$ cat config.mk
export PLATFORM = sky130hd
export DESIGN_NAME = wakeup_scheduler_flat
export DESIGN_NICKNAME = d
export VERILOG_FILES = /design/src/rtl/wakeup_scheduler_if.sv /design/src/rtl/wakeup_scheduler.sv /design/src/flat_wrapper.sv
export SDC_FILE = /design/constraint.sdc
export NUM_CORES = 1
export LEC_CHECK = 0
export ABC_AREA = 1
export CORE_MARGIN = 2
export CORE_UTILIZATION = 50
export CTS_CLUSTER_DIAMETER = 60
export DETAILED_ROUTE_END_ITERATION = 10
export GPL_ROUTABILITY_DRIVEN = 1
export PLACE_DENSITY_LB_ADDON = 0.1
export REMOVE_ABC_BUFFERS = 1
export SLEW_MARGIN = 20
export SYNTH_ARGS = -nofsm -noshare
export SYNTH_HDL_FRONTEND = slang
export SYNTH_SLANG_ARGS = --single-unit
$ cat constraint.sdc
create_clock -name clk -period 7.2 [get_ports clk]
set_input_delay 1.8 -clock clk [delete_from_list [all_inputs] [get_ports clk]]
set_output_delay 1.8 -clock clk [all_outputs]
set_load 0.02 [all_outputs]
$ cat src/rtl/wakeup_scheduler_if.sv
// Issue-side and broadcast-side signals of the wakeup scheduler.
// The master is the issue queue; the slave is the scheduler.
interface wakeup_scheduler_if #(
  parameter int DEPTH = 16
);
  localparam int OCC_W = $clog2(DEPTH + 1);

  logic [3:0]       issue_valid;
  logic [27:0]      issue_rob;
  logic [31:0]      issue_dst;
  logic             issue_stall;
  logic             executed;
  logic [7:0]       executedReg;
  logic [6:0]       complete_rob;
  logic [OCC_W-1:0] occupancy;

  modport master (
    output issue_valid, issue_rob, issue_dst,
    input  issue_stall, executed, executedReg, complete_rob, occupancy
  );

  modport slave (
    input  issue_valid, issue_rob, issue_dst,
    output issue_stall, executed, executedReg, complete_rob, occupancy
  );
endinterface

$ cat src/rtl/wakeup_scheduler.sv
// Fixed-latency 4-wide execution model that serialises completions onto a
// single wakeup/ROB broadcast per cycle, with occupancy-based issue backpressure.
module wakeup_scheduler #(
  parameter int LAT   = 2,
  parameter int DEPTH = 16
) (
  input  logic              clk,
  input  logic              reset,
  input  logic              flush,
  wakeup_scheduler_if.slave bus
);
  localparam int PTR_W = $clog2(DEPTH);
  localparam int OCC_W = $clog2(DEPTH + 1);
  localparam logic [OCC_W-1:0] STALL_LVL = OCC_W'(DEPTH - 4);

  logic [3:0]       stg_valid_q [LAT];
  logic [6:0]       stg_rob_q   [LAT][4];
  logic [7:0]       stg_dst_q   [LAT][4];

  logic [6:0]       fifo_rob_q [DEPTH];
  logic [7:0]       fifo_dst_q [DEPTH];

  logic [PTR_W-1:0] wr_ptr_q, wr_ptr_d;
  logic [PTR_W-1:0] rd_ptr_q, rd_ptr_d;
  logic [OCC_W-1:0] count_q, count_d;
  logic [OCC_W-1:0] occ_q, occ_d;

  logic             stall;
  logic             accept;
  logic             pop;
  logic [3:0]       push_lanes;
  logic [2:0]       acc_cnt;
  logic [2:0]       push_cnt;
  logic [PTR_W-1:0] push_addr [4];
  logic [6:0]       lane_rob  [4];
  logic [7:0]       lane_dst  [4];

  for (genvar gi = 0; gi < 4; gi++) begin : g_lane
    assign lane_rob[gi] = bus.issue_rob[7*gi +: 7];
    assign lane_dst[gi] = bus.issue_dst[8*gi +: 8];
  end

  // Stall depends only on registered occupancy: at most 4 more ops can
  // be accepted, and every in-flight op is guaranteed a FIFO slot.
  assign stall      = occ_q > STALL_LVL;
  assign accept     = ~stall & ~flush;
  assign pop        = (count_q != '0) & ~flush;
  assign push_lanes = stg_valid_q[LAT-1];

  // Compact the valid lanes of the last stage into consecutive FIFO slots.
  always_comb begin
    acc_cnt  = '0;
    push_cnt = '0;
    for (int l = 0; l < 4; l++) begin
      push_addr[l] = wr_ptr_q + PTR_W'(push_cnt);
      push_cnt     = push_cnt + {2'b00, push_lanes[l]};
      acc_cnt      = acc_cnt + {2'b00, bus.issue_valid[l] & accept};
    end
  end

  always_comb begin
    wr_ptr_d = wr_ptr_q + PTR_W'(push_cnt);
    rd_ptr_d = rd_ptr_q + PTR_W'(pop);
    count_d  = count_q + OCC_W'(push_cnt) - OCC_W'(pop);
    occ_d    = occ_q + OCC_W'(acc_cnt) - OCC_W'(pop);
    if (flush) begin
      wr_ptr_d = wr_ptr_q;
      rd_ptr_d = wr_ptr_q;
      count_d  = '0;
      occ_d    = '0;
    end
  end

  always_ff @(posedge clk) begin
    if (!reset) begin
      wr_ptr_q <= '0;
      rd_ptr_q <= '0;
      count_q  <= '0;
      occ_q    <= '0;
    end else begin
      wr_ptr_q <= wr_ptr_d;
      rd_ptr_q <= rd_ptr_d;
      count_q  <= count_d;
      occ_q    <= occ_d;
    end
  end

  always_ff @(posedge clk) begin
    if (!reset || flush) begin
      for (int k = 0; k < LAT; k++) stg_valid_q[k] <= '0;
    end else begin
      stg_valid_q[0] <= accept ? bus.issue_valid : 4'b0000;
      for (int k = 1; k < LAT; k++) stg_valid_q[k] <= stg_valid_q[k-1];
    end
  end

  // Payload carries no reset; everything downstream is qualified by valids.
  always_ff @(posedge clk) begin
    for (int l = 0; l < 4; l++) begin
      stg_rob_q[0][l] <= lane_rob[l];
      stg_dst_q[0][l] <= lane_dst[l];
      for (int k = 1; k < LAT; k++) begin
        stg_rob_q[k][l] <= stg_rob_q[k-1][l];
        stg_dst_q[k][l] <= stg_dst_q[k-1][l];
      end
      if (push_lanes[l]) begin
        fifo_rob_q[push_addr[l]] <= stg_rob_q[LAT-1][l];
        fifo_dst_q[push_addr[l]] <= stg_dst_q[LAT-1][l];
      end
    end
  end

  assign bus.issue_stall  = stall;
  assign bus.executed     = pop;
  assign bus.executedReg  = pop ? fifo_dst_q[rd_ptr_q] : 8'h00;
  assign bus.complete_rob = pop ? fifo_rob_q[rd_ptr_q] : 7'h00;
  assign bus.occupancy    = occ_q;
endmodule

$ cat src/flat_wrapper.sv
// flat-port wrapper written by rule: the top's interface ports become plain ports
module wakeup_scheduler_flat 
#(
  parameter int LAT   = 2,
  parameter int DEPTH = 16
)
  (clk, reset, flush, bus_issue_valid, bus_issue_rob, bus_issue_dst, bus_issue_stall, bus_executed, bus_executedReg, bus_complete_rob, bus_occupancy);
  wakeup_scheduler_if #(.DEPTH(DEPTH)) bus_i ();
  input  logic clk;
  input  logic reset;
  input  logic flush;
  input wire logic [$bits(bus_i.issue_valid)-1:0] bus_issue_valid;
  input wire logic [$bits(bus_i.issue_rob)-1:0] bus_issue_rob;
  input wire logic [$bits(bus_i.issue_dst)-1:0] bus_issue_dst;
  output wire logic [$bits(bus_i.issue_stall)-1:0] bus_issue_stall;
  output wire logic [$bits(bus_i.executed)-1:0] bus_executed;
  output wire logic [$bits(bus_i.executedReg)-1:0] bus_executedReg;
  output wire logic [$bits(bus_i.complete_rob)-1:0] bus_complete_rob;
  output wire logic [$bits(bus_i.occupancy)-1:0] bus_occupancy;
  assign bus_i.issue_valid = bus_issue_valid;
  assign bus_i.issue_rob = bus_issue_rob;
  assign bus_i.issue_dst = bus_issue_dst;
  assign bus_issue_stall = bus_i.issue_stall;
  assign bus_executed = bus_i.executed;
  assign bus_executedReg = bus_i.executedReg;
  assign bus_complete_rob = bus_i.complete_rob;
  assign bus_occupancy = bus_i.occupancy;
  wakeup_scheduler #(.LAT(LAT), .DEPTH(DEPTH)) u_core (.clk(clk), .reset(reset), .flush(flush), .bus(bus_i));
endmodule
==> results by group, run 1 <==
Floorplanning
  – Core area: 0.04795 mm^2
  – Ports: 89
  – Die span in x: 224.9 um
  – Initial Util: 50.87%
  – FP Rows: 80
  – DIE AREA: 0.05056 mm^2
  – Chip height: 224.9 um

STA
  – Least-Margin Pin Slew: 1221 ps
  – Clock Skews: 16.04 ps
  – Setup TNS: 0 ps
  – Final setup violation count: 0
  – Tmin final: 6080 ps
  – Slack of the critical path: 1120 ps
  – Max-slew violations: 0
  – Max Freq: 164.5 MHz
  – Crit share post-route: 84.44%
  – Fin Hold WS: 318.3 ps
  – RSZ-0062 raised after global routing: false
  – Fin. Hold Viols: 0
  – Max transition margin: 18.35%

Cells and area
  – Utilization after layout: 56.01%
  – Non-filler instance count after layout: 4088
  – Multi-input logic area: 0.01178 mm^2
  – Ratio of cells with drive above 1 in the final layout: 5.213%
  – Area Growth Syn to Fin: 10.11%
  – FF+latch area: 0.01014 mm^2
  – Nets: 3543
  – Fillcell total: 4546
  – Design Area, Final: 0.02685 mm^2

Pwr
  – Sw power: 1.731 mW
  – Clock power share: 40.4%
  – Sequential share of power: 43.7%
  – VDD IR max: 0.2337 mV
  – Pwr dens: 220.6 mW/mm^2
  – Combinational group share of total power: 15.9%
  – Tot Pwr: 5.924 mW
  – Pleak: 12.18 nW
  – Int Pwr: 4.192 mW
  – Sw Share: 29.23%

Synth
  – Synthesized area per cell: 6.817 um^2
  – Post-synth cell types: 30
  – Mapped Cells: 3578
  – Mapped cell area: 0.02439 mm^2
  – Synth Register Bits: 386
  – Yosys synthesis warning count: 0
  – Sequential element share of the synthesized area: 41.53%

Global routing
  – Tot GR Track Use: 35.41%
  – Vias in the first global route: 22.88k
  – First-pass GRT wire length: 135600 um
  – Pin count of the biggest net entering global routing: 122
  – GRT overflow: 0
  – Antenna violations before repair: 1

Place
  – Port bufs: 88
  – DP Area: 0.02525 mm^2
  – Place WS: 1183 ps
  – Dpl cells: 3998
  – DP Wirelength: 56810 um
  – Gp weighted congestion: 0.9334

Critical path
  – CP delay by family, top: buffers and inverters
  – Worst path bufs/invs: 4
  – CP max FO: 12
  – CP peak stage delay: 650 ps
  – Slowest CP cell: clkdlybuf4s50_1
  – CP required: 5400 ps
  – Critical path startpoint category: primary input
  – Cells along the critical path: clkdlybuf4s50_1, inv_1, o21ai_2, inv_1, nand2_1, nor2_1, clkdlybuf4s50_1
  – WS Path Type: in -> out
  – Critical path arrival: 4280 ps
  – CP Capture Type: output port

Detailed routing
  – Wirelength, routed: 90490 um
  – 1st-pass router iterations: 8
  – Via count: 24.77k
  – Residual DRC: 0
  – Via/cell ratio: 6.060
  – Wire length per cell: 22.14 um
  – Final ANT Viol Nets: 0
  – DR iter-0 viols: 3313

CTS
  – H-tree Lvls: 2
  – TritonCTS Sinks: 386
  – Clock Latency Late Sink: 600 ps
  – Post_cts resized: 0
  – TritonCTS Buffers: 48
  – Clock slew at the register clock pins of the worst setup and hold paths: 60 ps
  – TritonCTS clock tree: done
  – Post-CTS setup buffer count: 0
  – Clk root buf: clkbuf_16
  – CTS max path bufs: 3
  – Hold_buf cts: 0

Status
  – Status: completed

Run
  – Maxcap violations: 0

Worst hold path
  – Worst Hold Class: reg -> reg
[cell families (layout without fill, tap and decap cells)]
group | after synthesis | in the layout | synth area share, %
AO/OA/AOI/OAI | 231 | 231 | 5.587
flip-flops | 386 | 386 | 41.53
adder cells (fa/ha/maj) | 41 | 41 | 2.350
AND/OR/NAND/NOR | 2237 | 2237 | 39.36
buffers and inverters | 673 | 567 | 10.78
other | 0 | 1 | 0
XOR/XNOR | 10 | 10 | 0.3899
[area by class of cell]
cell class,instances,share of cell area [%]
Timing Repair Buffer,145,4.976
Antenna cell,1,0.009318
Tap cell,615,2.865
Sequential cell,386,37.75
Clock inverter,21,0.6057
Multi-Input combinational cell,2519,43.87
Clock buffer,66,5.242
Inverter,335,4.682
[state kept, by name (all words and copies together), names as in the netlist]
name,flops
u_core.stg_dst_q,64
u_core.rd_ptr_q,4
u_core.wr_ptr_q,4
u_core.fifo_dst_q,128
u_core.fifo_rob_q,112
u_core.bus.occupancy,5
u_core.stg_rob_q,56
u_core.count_q,5
u_core.stg_valid_q,8
[power groups by stage]
stage / sequential, mW / combinational (mW) / clock, mW
after CTS: 2.58 / 0.935 / 2.42
after floorplan: 2.60 / 0.550 / 0
after detailed placement: 2.62 / 0.929 / 0
final: 2.59 / 0.940 / 2.40
after global routing: 2.59 / 1.04 / 2.52
after global placement: 2.62 / 0.897 / 0
[worst paths after layout]
kind | to | start | slack, ps | cells past startpoint
min reg2reg | u_core.stg_dst_q[0][40]$_DFF_P_ | u_core.stg_dst_q[0][8]$_DFF_P_ | 320 | 0
min | u_core.stg_dst_q[0][40]$_DFF_P_ | u_core.stg_dst_q[0][8]$_DFF_P_ | 320 | 0
max | bus_executedReg[2] | flush | 1120 | 7
max reg2reg | u_core.fifo_rob_q[3][1]$_DFFE_PP_ | u_core.stg_valid_q[0][4]$_SDFF_PP0_ | 2390 | 8
[metal layers]
metal  vias up  GRT usage [%]  wire length (um)  part of all wire (%)
met5         -         0.2933                13                 0.014
met1     11420          45.86             34300                    38
met4         2          20.66              5480                   6.1
li1      11330              -                 -                     -
met3       330          8.008             11100                    12
met2      1694          54.37             39590                    44
[cells in the final DEF (no fill, tap or decap), types with 53 or more instances in the layout]
cell type,n
nand4_1,141
edfxtp_1,240
nand3_1,583
nand2_1,1209
inv_1,330
dfxtp_1,144
nor2_1,264
o211ai_1,65
a21oi_1,82
clkdlybuf4s50_1,88
o21ai_0,71
buf_4,53
[cells in the mapped netlist]
cell       instances  area, um^2
a21oi_1           82       410.4
buf_1             60       225.2
buf_2             65       325.3
buf_4              4       30.03
buf_6              1       11.26
clkbuf_1         208       780.8
clkinv_1           1       3.750
dfxtp_1          146        2923
edfxtp_1         240        7207
fa_1               8       160.2
ha_1              33       412.9
inv_1            330        1239
inv_2              4       15.01
nand2_1         1209        4538
nand2_2            2       12.51
nand3_1          584        2923
nand3_2           13       130.1
nand3b_1           2       15.01
nand4_1          141       882.1
nor2_1           278        1044
nor2_2             4       25.02
nor3_1             2       10.01
nor3_2             2       20.02
o2111ai_1         11       96.34
o211ai_1          65       488.0
o21ai_0           72       360.4
o31ai_1            1       7.510
xnor2_1            4       35.03
xor2_1             5       43.79
xor2_2             1       16.27
No activity file was read; power rests on OpenSTA's default activity.
==> run 2, diff against run 1 <==
Clock period 7.2 ns to 6.4 ns, I/O delays scaled along.
==> results by group, run 2 (same netlist as run 1, synthesis figures left out) <==
Status
  – Status: completed

Cells and area
  – Area Growth Syn to Fin: 10.41%
  – Ant diodes: 0 (-1)
  – Leading cell types in the layout, fill and taps excluded: nand2_1, nand3_1, inv_1
  – Ratio of cells with drive above 1 in the final layout: 5.516% (+0.30 points)
  – Commonest non-fill, non-tap cell in the layout: nand2_1
  – Design Area, Final: 0.02693 mm^2 (+0.28%)
  – Utilization after layout: 56.17% (+0.16 points)
  – Fillcell total: 4470 (-1.7%)
  – Nets: 3552 (+0.25%)
  – Largest register FFs: 128 (unchanged)

Global routing
  – Tot GR Track Use: 35.31% (-0.10 points)
  – GRT overflow: 0 (unchanged)
  – Antenna violations before repair: 0 (-1)
  – Vias in the first global route: 22.85k (-0.14%)
  – First-pass GRT wire length: 134300 um (-0.93%)
  – Pin count of the biggest net entering global routing: 122 (unchanged)

CTS
  – H-tree Lvls: 2 (unchanged)
  – Clock slew at the register clock pins of the worst setup and hold paths: 60 ps (about the same)
  – TritonCTS Sinks: 386 (unchanged)
  – Hold_buf cts: 0 (unchanged)
  – Clock Latency Late Sink: 600 ps (about the same)
  – TritonCTS Buffers: 47 (-2.1%)
  – Post_cts resized: 0 (unchanged)
  – TritonCTS clock tree: done
  – CTS max path bufs: 3 (unchanged)
  – Post-CTS setup buffer count: 0 (unchanged)
  – Clk root buf: clkbuf_16

Detailed routing
  – Via/cell ratio: 5.996 (-1.1%)
  – 1st-pass router iterations: 7 (-1)
  – Via count: 24.56k (-0.86%)
  – Residual DRC: 0 (unchanged)
  – Wirelength, routed: 89900 um (-0.66%)
  – DR iter-0 viols: 3417 (+3.1%)
  – Final ANT Viol Nets: 0 (unchanged)
  – Wire length per cell: 21.95 um (-0.85%)

Critical path
  – Critical path arrival: 3970 ps (-310 ps)
  – Slowest CP cell: clkdlybuf4s50_1
  – Worst path bufs/invs: 4 (unchanged)
  – Critical path startpoint category: primary input
  – CP max FO: 12 (unchanged)
  – CP delay by family, top: buffers and inverters
  – CP peak stage delay: 620 ps (-30 ps)
  – CP required: 4800 ps (-600 ps)
  – WS Path Type: in -> out
  – Cells along the critical path: clkdlybuf4s50_1, inv_1, o21ai_2, inv_1, nand2_1, nor2_1, clkdlybuf4s50_1
  – CP Capture Type: output port

STA
  – Slack of the critical path: 829.7 ps (-290.3 ps)
  – RSZ-0062 raised after global routing: false
  – Least-Margin Pin Slew: 1165 ps (-56.44 ps)
  – Max-slew violations: 0 (unchanged)
  – Max transition margin: 22.13% (+3.8 points)
  – Max Freq: 179.5 MHz
  – Clock Skews: 32.32 ps (+16.28 ps)
  – Final setup violation count: 0 (unchanged)
  – Crit share post-route: 87.04%
  – Setup TNS: 0 ps (unchanged)
  – Tmin final: 5570 ps
  – Fin. Hold Viols: 0 (unchanged)
  – Fin Hold WS: 308.5 ps (-9.787 ps)

Floorplanning
  – Die span in x: 224.9 um (unchanged)
  – FP Rows: 80 (unchanged)
  – Ports: 89 (unchanged)
  – Chip height: 224.9 um (unchanged)
  – Initial Util: 50.87% (unchanged)
  – DIE AREA: 0.05056 mm^2 (unchanged)
  – Core area: 0.04795 mm^2 (unchanged)

Worst hold path
  – Worst Hold Class: reg -> reg

Place
  – Port bufs: 88 (unchanged)
  – DP Area: 0.02533 mm^2 (+0.29%)
  – DP Wirelength: 56330 um (-0.84%)
  – Place WS: 843.8 ps (-339.1 ps)
  – Gp weighted congestion: 0.9035 (-3.2%)

Pwr
  – VDD IR max: 0.2907 mV (+24%)
  – Pwr dens: 249.2 mW/mm^2 (+13%)
  – Pleak: 12.23 nW (+0.43%)

Run
  – Maxcap violations: 0 (unchanged)
## run 2: worst register-to-register path: cells and delay by family, from the launching register on
kind,cells,cell delay [ps]
xor+xnor,1,670
buf+inv,2,930
compound gates,1,320
simple gates,1,600
flops,1,600
fa+ha+maj,3,1110
## run 2: final cells by class
type,count,area (um^2),share of cell area (%)
Clock buffer,64,1351,5.018
Clock inverter,22,246.5,0.9153
Inverter,335,1257,4.669
Multi-Input combinational cell,2519,11770,43.71
Sequential cell,386,10140,37.64
Tap cell,615,769.5,2.857
Timing Repair Buffer,155,1396,5.185
## run 2: power breakdown
part           total [mW]  internal, mW  leakage, nW  switching (mW)
logic                1.04         0.411         8.06           0.627
clock network        2.75          1.65        0.789            1.10
registers            2.92          2.72         3.38           0.204
total                6.71          4.78         12.2            1.93
## run 2: through the flow
step / power [mW] / instances
after detailed placement: 3.993 / 4010
after floorplan: 3.548 / 3240
after global routing: 6.959 / 4096
after CTS: 6.729 / 4096
final: 6.710 / 4096
after global placement: 3.968 / 4010
## run 2: path summary, 6_finish.rpt
kind	startpoint	end	slack [ps]	cells after the start
max	flush	bus_executedReg[2]	830	7
min	u_core.stg_dst_q[0][24]$_DFF_P_	u_core.stg_dst_q[0][56]$_DFF_P_	310	0
max reg2reg	u_core.stg_valid_q[0][4]$_SDFF_PP0_	u_core.fifo_dst_q[5][4]$_DFFE_PP_	1850	8
min reg2reg	u_core.stg_dst_q[0][24]$_DFF_P_	u_core.stg_dst_q[0][56]$_DFF_P_	310	0
## run 2: metal layers
| metal | track usage, % | routed length [um] |
|---|---|---|
| met1 | 45.37 | 33700 |
| met5 | 0 | 0 |
| met3 | 5.905 | 10590 |
| met4 | 23.41 | 6319 |
| met2 | 54.96 | 39290 |
